$ cat src/rtl/sccb_defs.sv
// Shared SCCB responder definitions: FSM state encoding, bus-level constants
// and the default device ID.
package sccb_defs;

    typedef enum logic [3:0] {
        ST_IDLE,
        ST_ID,
        ST_ID_ACK,
        ST_SUB,
        ST_SUB_ACK,
        ST_WDATA,
        ST_WDATA_ACK,
        ST_RDATA,
        ST_RACK,
        ST_WAIT_STOP
    } sccb_state_t;

    localparam logic [7:0] SCCB_DEF_DEV_ID = 8'h42;
    localparam logic       SCCB_ACK        = 1'b0;
    localparam logic       SCCB_NACK       = 1'b1;

    // START: SDA falls while SCL is high.
    function automatic logic sccb_is_start(input logic scl_lvl, input logic sda_fall);
        return scl_lvl & sda_fall;
    endfunction

    // STOP: SDA rises while SCL is high.
    function automatic logic sccb_is_stop(input logic scl_lvl, input logic sda_rise);
        return scl_lvl & sda_rise;
    endfunction

endpackage

$ cat src/rtl/sccb_line_sync.sv
// Multi-flop synchronizer for one asynchronous bus line, with rise/fall
// detection on the synchronized level. Flops reset to 1 (idle bus level).
module sccb_line_sync #(
    parameter int SYNC_LEN = 2
) (
    input  logic clk,
    input  logic rst,
    input  logic d_i,
    output logic level_o,
    output logic rise_o,
    output logic fall_o
);

    logic [SYNC_LEN-1:0] sync_q;
    logic                prev_q;

    always_ff @(posedge clk or posedge rst) begin
        if (rst) begin
            sync_q <= '1;
            prev_q <= 1'b1;
        end else begin
            sync_q <= {sync_q[SYNC_LEN-2:0], d_i};
            prev_q <= sync_q[SYNC_LEN-1];
        end
    end

    assign level_o = sync_q[SYNC_LEN-1];
    assign rise_o  = sync_q[SYNC_LEN-1] & ~prev_q;
    assign fall_o  = ~sync_q[SYNC_LEN-1] & prev_q;

endmodule

$ cat src/rtl/sccb_slave_regs.sv
// SCCB/I2C write responder backed by a 256x8 register file, with write strobe
// and debug read port. Define SCCB_SLAVE_READ_EN to add the register read path.
module sccb_slave_regs
    import sccb_defs::*;
#(
    parameter logic [7:0] DEV_ID   = SCCB_DEF_DEV_ID,
    parameter int         SYNC_LEN = 2
) (
    input  logic       clk,
    input  logic       rst,
    input  logic       scl_i,
    input  logic       sda_i,
    output logic       sda_oe,
    output logic       busy,
    output logic       wr_strobe,
    output logic [7:0] wr_addr,
    output logic [7:0] wr_data,
    input  logic [7:0] dbg_addr,
    output logic [7:0] dbg_data
);

    logic scl_s, scl_rise, scl_fall;
    logic sda_s, sda_rise, sda_fall;

    sccb_line_sync #(.SYNC_LEN(SYNC_LEN)) u_scl_sync (
        .clk     (clk),
        .rst     (rst),
        .d_i     (scl_i),
        .level_o (scl_s),
        .rise_o  (scl_rise),
        .fall_o  (scl_fall)
    );

    sccb_line_sync #(.SYNC_LEN(SYNC_LEN)) u_sda_sync (
        .clk     (clk),
        .rst     (rst),
        .d_i     (sda_i),
        .level_o (sda_s),
        .rise_o  (sda_rise),
        .fall_o  (sda_fall)
    );

    sccb_state_t state_q, state_d;
    logic [2:0]  cnt_q, cnt_d;
    logic [6:0]  shift_q, shift_d;
    logic [7:0]  ptr_q, ptr_d;
    logic        busy_q, busy_d;
    logic        oe_q, oe_d;
    logic        ack_ph_q, ack_ph_d;
    logic        strobe_q, strobe_d;
    logic [7:0]  waddr_q, waddr_d;
    logic [7:0]  wdata_q, wdata_d;
    logic        we;
    logic [7:0]  regs_q [256];

    logic       start_w, stop_w, id_match;
    logic [7:0] byte_w;

    assign start_w = sccb_is_start(scl_s, sda_fall);
    assign stop_w  = sccb_is_stop(scl_s, sda_rise);
    assign byte_w  = {shift_q, sda_s};

`ifdef SCCB_SLAVE_READ_EN
    logic       rw_q, rw_d;
    logic [7:0] rd_byte;
    assign rd_byte  = regs_q[ptr_q];
    assign id_match = (byte_w[7:1] == DEV_ID[7:1]);
`else
    // Without the read path a read ID is simply not ours.
    assign id_match = (byte_w[7:1] == DEV_ID[7:1]) && (byte_w[0] == 1'b0);
`endif

    always_comb begin
        state_d  = state_q;
        cnt_d    = cnt_q;
        shift_d  = shift_q;
        ptr_d    = ptr_q;
        busy_d   = busy_q;
        oe_d     = oe_q;
        ack_ph_d = ack_ph_q;
        strobe_d = 1'b0;
        waddr_d  = waddr_q;
        wdata_d  = wdata_q;
        we       = 1'b0;
`ifdef SCCB_SLAVE_READ_EN
        rw_d     = rw_q;
`endif
        if (start_w) begin
            state_d  = ST_ID;
            cnt_d    = 3'd0;
            oe_d     = 1'b0;
            ack_ph_d = 1'b0;
        end else if (stop_w) begin
            state_d  = ST_IDLE;
            cnt_d    = 3'd0;
            oe_d     = 1'b0;
            busy_d   = 1'b0;
            ack_ph_d = 1'b0;
        end else begin
            case (state_q)
                ST_ID: if (scl_rise) begin
                    shift_d = byte_w[6:0];
                    cnt_d   = cnt_q + 3'd1;
                    if (cnt_q == 3'd7) begin
                        if (id_match) begin
                            state_d  = ST_ID_ACK;
                            busy_d   = 1'b1;
                            ack_ph_d = 1'b0;
`ifdef SCCB_SLAVE_READ_EN
                            rw_d     = byte_w[0];
`endif
                        end else begin
                            state_d = ST_WAIT_STOP;
                        end
                    end
                end
                // Ack slot: pull low on the first SCL fall, release on the second.
                ST_ID_ACK: if (scl_fall) begin
                    if (!ack_ph_q) begin
                        oe_d     = 1'b1;
                        ack_ph_d = 1'b1;
                    end else begin
                        ack_ph_d = 1'b0;
                        cnt_d    = 3'd0;
                        oe_d     = 1'b0;
                        state_d  = ST_SUB;
`ifdef SCCB_SLAVE_READ_EN
                        if (rw_q) begin
                            shift_d = rd_byte[6:0];
                            oe_d    = ~rd_byte[7];
                            state_d = ST_RDATA;
                        end
`endif
                    end
                end
                ST_SUB: if (scl_rise) begin
                    shift_d = byte_w[6:0];
                    cnt_d   = cnt_q + 3'd1;
                    if (cnt_q == 3'd7) begin
                        ptr_d    = byte_w;
                        state_d  = ST_SUB_ACK;
                        ack_ph_d = 1'b0;
                    end
                end
                ST_SUB_ACK, ST_WDATA_ACK: if (scl_fall) begin
                    if (!ack_ph_q) begin
                        oe_d     = 1'b1;
                        ack_ph_d = 1'b1;
                    end else begin
                        oe_d     = 1'b0;
                        ack_ph_d = 1'b0;
                        cnt_d    = 3'd0;
                        state_d  = ST_WDATA;
                    end
                end
                ST_WDATA: if (scl_rise) begin
                    shift_d = byte_w[6:0];
                    cnt_d   = cnt_q + 3'd1;
                    if (cnt_q == 3'd7) begin
                        we       = 1'b1;
                        strobe_d = 1'b1;
                        waddr_d  = ptr_q;
                        wdata_d  = byte_w;
                        ptr_d    = ptr_q + 8'd1;
                        state_d  = ST_WDATA_ACK;
                        ack_ph_d = 1'b0;
                    end
                end
`ifdef SCCB_SLAVE_READ_EN
                // Bit 7 went out when the ack slot ended; each fall here shifts the next.
                ST_RDATA: if (scl_fall) begin
                    if (cnt_q == 3'd7) begin
                        oe_d     = 1'b0;
                        cnt_d    = 3'd0;
                        ack_ph_d = 1'b0;
                        state_d  = ST_RACK;
                    end else begin
                        oe_d    = ~shift_q[6];
                        shift_d = {shift_q[5:0], 1'b0};
                        cnt_d   = cnt_q + 3'd1;
                    end
                end
                ST_RACK: begin
                    if (scl_rise) begin
                        if (sda_s == SCCB_NACK) begin
                            state_d = ST_WAIT_STOP;
                        end else begin
                            ptr_d    = ptr_q + 8'd1;
                            ack_ph_d = 1'b1;
                        end
                    end else if (scl_fall && ack_ph_q) begin
                        shift_d  = rd_byte[6:0];
                        oe_d     = ~rd_byte[7];
                        cnt_d    = 3'd0;
                        ack_ph_d = 1'b0;
                        state_d  = ST_RDATA;
                    end
                end
`endif
                default: ;
            endcase
        end
    end

    always_ff @(posedge clk or posedge rst) begin
        if (rst) begin
            state_q  <= ST_IDLE;
            cnt_q    <= 3'd0;
            shift_q  <= 7'd0;
            ptr_q    <= 8'd0;
            busy_q   <= 1'b0;
            oe_q     <= 1'b0;
            ack_ph_q <= 1'b0;
            strobe_q <= 1'b0;
            waddr_q  <= 8'd0;
            wdata_q  <= 8'd0;
`ifdef SCCB_SLAVE_READ_EN
            rw_q     <= 1'b0;
`endif
        end else begin
            state_q  <= state_d;
            cnt_q    <= cnt_d;
            shift_q  <= shift_d;
            ptr_q    <= ptr_d;
            busy_q   <= busy_d;
            oe_q     <= oe_d;
            ack_ph_q <= ack_ph_d;
            strobe_q <= strobe_d;
            waddr_q  <= waddr_d;
            wdata_q  <= wdata_d;
`ifdef SCCB_SLAVE_READ_EN
            rw_q     <= rw_d;
`endif
        end
    end

    always_ff @(posedge clk or posedge rst) begin
        if (rst) begin
            for (int i = 0; i < 256; i++) regs_q[i] <= 8'h00;
        end else if (we) begin
            regs_q[waddr_d] <= wdata_d;
        end
    end

    assign sda_oe    = oe_q;
    assign busy      = busy_q;
    assign wr_strobe = strobe_q;
    assign wr_addr   = waddr_q;
    assign wr_data   = wdata_q;
    assign dbg_data  = regs_q[dbg_addr];

endmodule

$ cat config.mk
export PLATFORM = sky130hd
export DESIGN_NAME = sccb_slave_regs
export DESIGN_NICKNAME = d
export VERILOG_FILES = /design/src/rtl/sccb_defs.sv /design/src/rtl/sccb_line_sync.sv /design/src/rtl/sccb_slave_regs.sv
export SDC_FILE = /design/constraint.sdc
export NUM_CORES = 2
export LEC_CHECK = 0
export CORE_UTILIZATION = 30
export DETAILED_ROUTE_END_ITERATION = 10
export PLACE_DENSITY_LB_ADDON = 0.08
export REMOVE_ABC_BUFFERS = 1
export SLEW_MARGIN = 25
export SYNTH_ARGS = -nofsm -noshare
export SYNTH_HDL_FRONTEND = slang
export SYNTH_SLANG_ARGS = --single-unit
$ cat constraint.sdc
create_clock -name clk -period 99.1 [get_ports clk]
set_input_delay 14.865 -clock clk [delete_from_list [all_inputs] [get_ports clk]]
set_output_delay 14.865 -clock clk [all_outputs]
set_load 0.02 [all_outputs]
==> results.toml <==
[clock_network]
cts_buffer_depth = 4
htreeDepth = 5
cts_tree = "built"
post_cts_resize_count = 0
clkSinkCount = 2096
clk_pin_slew_ns = 0.06
hold_buffers = 0
clkLatencyLatePin_ns = 0.88
cts_inserted_buffers = 265
cts_root_buf = "clkbuf_16"
postCtsSetupBuffers = 0

[sta]
setup_tns_ns = 0
finalSetupViolCount = 0
slew_viol_final = 0
maxSlewHeadroom = 0.2776
fin_crit_sh = 0.3640
fin_skew_ns = 0.04874
finalCriticalPeriod_ns = 36.07
rsz0062_at_grt = "false"
finalHoldViolCount = 0
worstMarginPinSlew_ns = 1.078
fmax_mhz = 27.72

[floorplanning]
io_pins = 39
dieArea_mm2 = 0.3251
die_h_um = 570.2
initial_core_util = 0.3016
die_x_um = 570.2
coreArea_mm2 = 0.3211
row_count = 208

[global_route]
antenna_found_initial = 14
grt_max_degree = 163
grt_pass1_vias = 60140
grt_use_total = 0.1965
grt-ovfl-total = 0
grt_pass1_wl_mm = 465.4

[min_path]
hp-class = "register to register"

[drt]
first_pass_iters = 5
totalWireLength_mm = 318.2
dr.first_iter.drc_count = 3145
vias_per_cell = 5.238
wl_per_cell_um = 29.59
drc = 0
antenna_left = 0
vias = 56320

[worst_setup_path]
critPathLaunchType = "primary input"
critPathRequiredTime_ns = 84.24
crit_type = "primary input to output port"
path_cells = "buf_8 -> buf_4 -> buf_4 -> buf_12 -> buf_4 -> mux4_2 -> a22oi_1 -> a21oi_1 -> nor3_1 -> o21a_1 -> nor4_2 -> buf_4 -> clkdlybuf4s50_1"
cp_common_cell = "buf_4"
path_buf_inv = 7
arrival_ns = 21.21
crit_fanout = 74
critPathMaxStageDelay_ns = 0.84
critPathTopFamily = "buffers and inverters"
slowest_stage = "nor3_1"
end_kind = "output port"

[power]
ir_drop_v = 0.00001121
sw_frac_of_total = 0.2344
p_leak_uw = 0.05156
power.density_mw_per_mm2 = 16.99
pwr-share-seq = 0.457
clkPwrFrac = 0.507
power.switching_uw = 441.6
p_int_uw = 1443
finalPower_uw = 1884
comb_power_share = 0.036

[layout]
fin_nets = 6269
fin_cells = 10750
layout-drive-gt1-share = 0.5230
final_cell_mix = "dfrtp_1 (2,090), mux2_2 (2,080), mux4_2 (442), clkbuf_16 (270), buf_4 (147)"
final_common_cell = "dfrtp_1"
areaGrowthSynthToFinish_pct = 14.51

[status]
outcome = "finished, final reports clean"

[yosys]
syn_area_mm2 = 0.09686
synth_top_cells_by_area = "dfrtp_1 (54%), mux2_2 (24%), mux4_2 (10%)"
synth_area_per_cell_um2 = 15.42
ys_seq_area_frac = 0.5416
syn-instance-count = 6280
synthArstFlopShare = 1.000
yosysTopAreaCellShare = 0.5400
yosys.area.top_type = "dfrtp_1"
yosys_warnings = 0
synth_enable_flop_cells = 0
synth_seq_cells = 2096
synth_cell_type_count = 72
synthFlopType = "dfrtp_1"

[placed_design]
portBuffers = 38
place_hpwl_mm = 194.6
placedCellCount = 10290
gp_congestion = 0.7527

[job]
drv_cap = 0
## power groups by stage
stage	Clock (uW)	Combinational, uW	Sequential [uW]
6_report	956	67.9	861
5_1_grt	1020	74.5	861
4_1_cts	989	70.6	861
3_5_place_dp	0	70.4	876
3_3_place_gp	0	69.9	876
2_1_floorplan	0	31.2	878
## synthesized netlist by cell type (6+ instances only)
| master | number |
|---|---|
| nor3_2 | 49 |
| mux2i_1 | 135 |
| nor2_1 | 22 |
| a21oi_1 | 107 |
| nor4_1 | 19 |
| or3_1 | 9 |
| nand4_1 | 14 |
| nand2b_1 | 14 |
| o221ai_1 | 31 |
| a32oi_1 | 6 |
| a22o_1 | 32 |
| o2bb2ai_1 | 8 |
| nor3_1 | 36 |
| o21ai_0 | 33 |
| nor2_2 | 10 |
| nand4_4 | 6 |
| clkbuf_1 | 357 |
| buf_4 | 19 |
| a221oi_1 | 23 |
| buf_1 | 75 |
| nand3_2 | 101 |
| a31oi_1 | 10 |
| a211oi_1 | 19 |
| dfrtp_1 | 2090 |
| nor3_4 | 40 |
| nor4_4 | 8 |
| o22ai_1 | 31 |
| mux4_2 | 442 |
| nand2_1 | 98 |
| nand3_1 | 75 |
| a22oi_1 | 135 |
| buf_2 | 44 |
| nor2b_1 | 14 |
| mux2_2 | 2084 |
| dfstp_2 | 6 |
## sequential cells by signal (all words and copies together) (netlist names), 2 cells and up
| signal | flops |
|---|---|
| wr_addr | 8 |
| state_q | 4 |
| wr_data | 8 |
| regs_q | 2048 |
| cnt_q | 3 |
| shift_q | 7 |
| ptr_q | 8 |
| u_scl_sync.sync_q | 2 |
| u_sda_sync.sync_q | 2 |
## kinds of logic after synthesis
group / Yosys count / synth area share
adder cells (fa/ha/maj): 4 / 0.0005167
AO/OA/AOI/OAI: 458 / 0.03293
AND/OR/NAND/NOR: 546 / 0.04344
buffers and inverters: 508 / 0.02117
flip-flops: 2096 / 0.5416
XOR/XNOR: 2 / 0.0001809
multiplexers: 2666 / 0.3602
## area by class of cell
cell class	count	area, um^2
flip-flops and latches	2096	52460
clock inverters	46	505.5
diodes	3	7.507
well taps	4305	5386
fillers	30990	210200
repair buffers	203	1790
multi-input cells	3676	42690
inverters	11	58.81
clock buffers	413	8024
## routing by layer
| metal | up-vias | wire, um | track usage |
|---|---|---|---|
| li1 | 23810 | - | - |
| met2 | 953 | 151500 | 0.3194 |
| met5 | - | 0 | 0 |
| met1 | 31170 | 148100 | 0.2777 |
| met4 | 0 | 8010 | 0.04992 |
| met3 | 391 | 10570 | 0.02323 |
## through the flow
step | setup WS, ns | cell area [um^2] | hold WS, ns | util
global route | 62.60 | 110900 | 0.3629 | 0.3454
detailed placement | 62.81 | 102300 | 0.3476 | 0.3185
global placement | 62.30 | 102200 | 0.3505 | 0.3181
CTS | 62.80 | 110800 | 0.3622 | 0.3450
finish | 63.03 | 110900 | 0.3584 | 0.3454
floorplan | 25.03 | 94850 | 0.3452 | -
## path summary, 6_finish.rpt
check | startpoint | endpoint | slack, ns | cells past startpoint
min in group asynchronous | rst | regs_q[1904] | 14.52 | 2
min reg2reg | u_sda_sync.sync_q[0] | u_sda_sync.sync_q[1] | 0.36 | 0
max in group asynchronous | rst | regs_q[1525] | 79.66 | 8
min | u_sda_sync.sync_q[0] | u_sda_sync.sync_q[1] | 0.36 | 0
max reg2reg | state_q[1] | regs_q[33] | 93.39 | 9
max | dbg_addr[0] | dbg_data[6] | 63.03 | 13
## worst register-to-register path: cells and delay by family, from the launching register on
kind          cells  cell delay, ns
buf+inv           3            1.48
flops             1            0.51
mux               2            1.49
simple gates      4            2.13
Note: power is estimated with default switching activity, not from simulation.
